## config.mk

```make
export PLATFORM = sky130hd
export DESIGN_NAME = mux_nt1_rr
export DESIGN_NICKNAME = d
export VERILOG_FILES = /design/src/rtl/mux_nt1_rr.sv
export SDC_FILE = /design/constraint.sdc
export NUM_CORES = 1
export LEC_CHECK = 0
export CORE_ASPECT_RATIO = 0.6
export CORE_UTILIZATION = 38
export CTS_CLUSTER_DIAMETER = 50
export CTS_CLUSTER_SIZE = 24
export DETAILED_ROUTE_END_ITERATION = 12
export PLACE_DENSITY = 0.88
export SLEW_MARGIN = 20
export SYNTH_ARGS = -nofsm -noshare
export SYNTH_HDL_FRONTEND = slang
export SYNTH_SLANG_ARGS = --single-unit
```

## constraint.sdc

```tcl
create_clock -name clk -period 3.7 [get_ports clk]
set_input_delay 0.555 -clock clk [delete_from_list [all_inputs] [get_ports clk]]
set_output_delay 0.555 -clock clk [all_outputs]
set_load 0.1 [all_outputs]
```

## src/rtl/mux_nt1_rr.sv

```systemverilog
// mux_nt1_rr: N-to-1 registered stream mux with fixed-select or round-robin arbitration.
module mux_nt1_rr #(
  parameter int W  = 8,
  parameter int N  = 4,
  parameter int SW = $clog2(N)
) (
  input  logic           clk,
  input  logic           rst,
  input  logic [N*W-1:0] in_data,
  input  logic [N-1:0]   in_valid,
  output logic [N-1:0]   in_ready,
  input  logic           mode,
  input  logic [SW-1:0]  sel,
  output logic [W-1:0]   out_data,
  output logic [SW-1:0]  out_ch,
  output logic           out_valid,
  input  logic           out_ready
);
  logic [W-1:0]   out_data_q, out_data_d, gnt_data;
  logic [SW-1:0]  out_ch_q, out_ch_d, ptr_q, ptr_d, gnt;
  logic           out_valid_q, out_valid_d, gnt_vld, load_ok, xfer;
  logic [2*N-1:0] rot;
  logic [SW:0]    sum;
  always_comb begin
    gnt_vld = 1'b0;
    sum = '0;
    rot = {in_valid, in_valid} >> ptr_q;
    // descending scan so the nearest valid channel after ptr wins
    for (int k = N - 1; k >= 0; k--)
      if (rot[k]) begin
        sum = {1'b0, ptr_q} + (SW + 1)'(k);
        gnt_vld = mode;
      end
    gnt = (sum >= (SW + 1)'(N)) ? SW'(sum - (SW + 1)'(N)) : SW'(sum);
    for (int i = 0; i < N; i++)
      if (!mode && sel == SW'(i) && in_valid[i]) begin
        gnt = SW'(i);
        gnt_vld = 1'b1;
      end
    gnt_data = '0;
    for (int i = 0; i < N; i++)
      if (gnt == SW'(i)) gnt_data = in_data[i*W +: W];
    load_ok = !out_valid_q || out_ready;
    xfer = gnt_vld && load_ok && !rst;
    for (int i = 0; i < N; i++) in_ready[i] = xfer && gnt == SW'(i);
    out_valid_d = xfer || (out_valid_q && !out_ready);
    out_data_d = xfer ? gnt_data : out_data_q;
    out_ch_d = xfer ? gnt : out_ch_q;
    ptr_d = (xfer && mode) ? ((gnt == SW'(N - 1)) ? '0 : gnt + SW'(1)) : ptr_q;
  end
  always_ff @(posedge clk) begin
    if (rst) begin
      out_valid_q <= 1'b0;
      out_data_q <= '0;
      out_ch_q <= '0;
      ptr_q <= '0;
    end else begin
      out_valid_q <= out_valid_d;
      out_data_q <= out_data_d;
      out_ch_q <= out_ch_d;
      ptr_q <= ptr_d;
    end
  end
  assign out_data = out_data_q;
  assign out_ch = out_ch_q;
  assign out_valid = out_valid_q;
endmodule

```

==> summary.md <==
| Metric | Value |
|---|---|
| FFs w/ async S/R, synth | 0% |
| Pwr Total | 0.0006929 W |
| Yosys cell types | 33 |
| First-pass GRT wire length | 4.995 mm |
| CTS H-Tree Depth | 1 |
| Layout cells sized above 1 | 8.556% |
| Routed WL per cell | 14.20 um |
| Slew margin rel. | 34.66% |
| Placed cell area | 1668 um2 |
| Launching element type of the critical path | primary input |
| Fin nets | 234 |
| HPWL Detailed | 2.492 mm |
| Worst-path fanout max | 11 |
| Io pins | 57 |
| # hold bufs at CTS | 0 |
| IO Port Bufs | 56 |
| Sequential element share of the synthesized area | 25.06% |
| Drt total wl | 3.109 mm |
| Post-synth EDFFs | 0 |
| DP Worst Slack | 0.09877 ns |
| Initial core utilization | 40.89% |
| Post-CTS setup buffer count | 0 |
| Final setup TNS | 0 ns |
| Critical path arrival | 3.59 ns |
| Critical path type | primary input to flop |
| Slowest cell delay on critical path | 0.54 ns |
| Routability Congestion | 0.8173 |
| WP buf/inv | 1 |
| Final Skew | 0.002629 ns |
| DIE WIDTH | 69.49 um |
| Routed via count | 1,196 |
| Clock slew at reported path FFs | 0.05 ns |
| Area delta synth->final | 64.94% |
| Net count after synthesis | 177 |
| Leakage | 0.6613 nW |
| CTS Sinks | 13 |
| Gr ovfl total | 0 |
| Final setup violation count | 0 |
| Maximum ir drop on the vdd rail | 0.1652 mV |
| First-pass iteration count of the detailed router | 4 |
| CTS buffer count | 3 |
| Most common library cell in the layout ignoring fill and taps | clkdlybuf4s50_1 |
| Avg Synthesized Cell Area | 7.927 um2 |
| Cell Chain, Critical Path | clkdlybuf4s50_1 > mux2_2 > and2_1 > o41a_1 > ha_1 > nor2b_1 > a221oi_1 > nor3_1 > a21oi_1 > a211oi_1 |
| Final worst slack | 0.2578 ns |
| Cell Rows | 14 |
| RSZ-0062 raised after global routing | false |
| CTS tree | built |
| Least-Margin Pin Slew | 0.9771 ns |
| Final Slew Violations | 0 |
| Worst-Skew Late Latency | 0.24 ns |
| Worst min path class | flop to flop |
| Post-route non-filler standard cell count | 219 |
| Crit end category | flop |
| Post-route cell area | 1713 um2 |
| Synthesis-stage register bit count | 13 |
| Crit-path slowest cell | clkdlybuf4s50_1 |
| Status | complete, no violations |
| Core ar. | 2540 um2 |
| Drc violations | 0 |
| Cts repair resizes | 0 |
| Final Cycle Share | 93.03% |
| Final Hold Vio Count | 0 |
| Post-DR vias/cell | 5.461 |
| ANT nets after route | 0 |
| Initial antenna violation count | 0 |
| Achievable Freq | 0.2905 GHz |
| Clk root buf | clkbuf_8 |
| Primary FF master, synth | dfxtp_1 |
| Total Routing Usage GR | 21.59% |
| Pin count of the biggest net entering global routing | 20 |
| Most frequent cells in the layout | clkdlybuf4s50_1, nor2_1, a21oi_1 |
| Die Area | 2953 um2 |
| DP Cell Count | 215 |
| Die Y | 42.50 um |
| Pwr dens | 404.5 nW/um2 |
| Yosys Warn Count | 0 |
| Vias in the first global route | 1,076 |
| Post-Syn Area | 1038 um2 |
| Fin crit period | 3.442 ns |
| Post-Syn Instances | 131 |
| Max-cap violations | 0 |
| Diodes inserted | 0 |
| Req. time, crit path | 3.85 ns |
| 1st-iter DRT viols | 41 |
| Delay-heaviest family, CP | compound AO/OA/AOI/OAI gates |
| CTS max path bufs | 2 |
[cell usage after synthesis, drive strengths merged, types with 2 or more instances]
cell type  number  share of area, %
nand2b          2               1.2
dfxtp          13                25
inv             4               1.4
o21bai          2               1.4
ha              4               4.8
o21ai           2              0.96
and2            5               3.0
a21oi          14               6.7
nor2           17               6.9
and2b           2               1.4
nand2           3               1.1
a221oi          8               8.4
mux2i           3               2.9
mux2            2               2.2
clkbuf          6               2.2
nor2b          12               7.2
a211oi         11               8.4
o41a            2               2.2
nor3            9               4.3
[stage by stage]
step	utilization (%)	hold WS [ns]
after floorplan	-	0.6278
after CTS	67.44	0.5017
after global placement	65.66	0.4899
after detailed placement	65.66	0.4942
final	67.44	0.4977
after global routing	67.44	0.5371
[power by group]
part	internal (W)	total, W	switching (W)
Clock	0.0000761	0.000126	0.0000501
Sequential	0.000159	0.000171	0.0000129
Combinational	0.000146	0.000395	0.000250
Total	0.000380	0.000693	0.000313
[layout make-up]
cell class,count,area [um2]
fillers,186,827.0
multi-input cells,107,729.5
repair buffers,59,623.1
flip-flops and latches,13,260.3
clock buffers,4,45.04
well taps,32,40.04
inverters,4,15.01
[state kept, by name (all words and copies together), names as in the netlist]
signal,flops
out_ch,2
out_data,8
ptr_q,2
out_valid,1
[metal layers]
metal	part of all wire, %	up-vias	track usage (%)
li1	-	598	-
met1	46	543	26.94
met2	48	53	39.22
met3	5.0	2	4.327
met4	0.45	0	3.673
met5	0	-	0
[cells by family after synthesis]
family                   synth area share [%]
AND/OR/NAND/NOR                         27.23
AO/OA/AOI/OAI                           33.13
flip-flops                              25.06
buffers and inverters                   4.698
multiplexers                            5.060
adder cells (fa/ha/maj)                 4.819
[worst min-delay path: stages (launching register included)]
cell      delay, ns
dfxtp_1        0.30
nor2_1         0.09
a211oi_1       0.05
[path summary, 6_finish.rpt]
path | start | endpoint | slack, ns | cells past startpoint
setup / recovery | sel[0] | out_data[4] | 0.26 | 10
hold / removal | out_data[6] | out_data[6] | 0.50 | 2
setup reg to reg | ptr_q[0] | out_data[4] | 0.89 | 10
hold reg to reg | out_data[6] | out_data[6] | 0.50 | 2
Power figures use the tool's default switching activity.
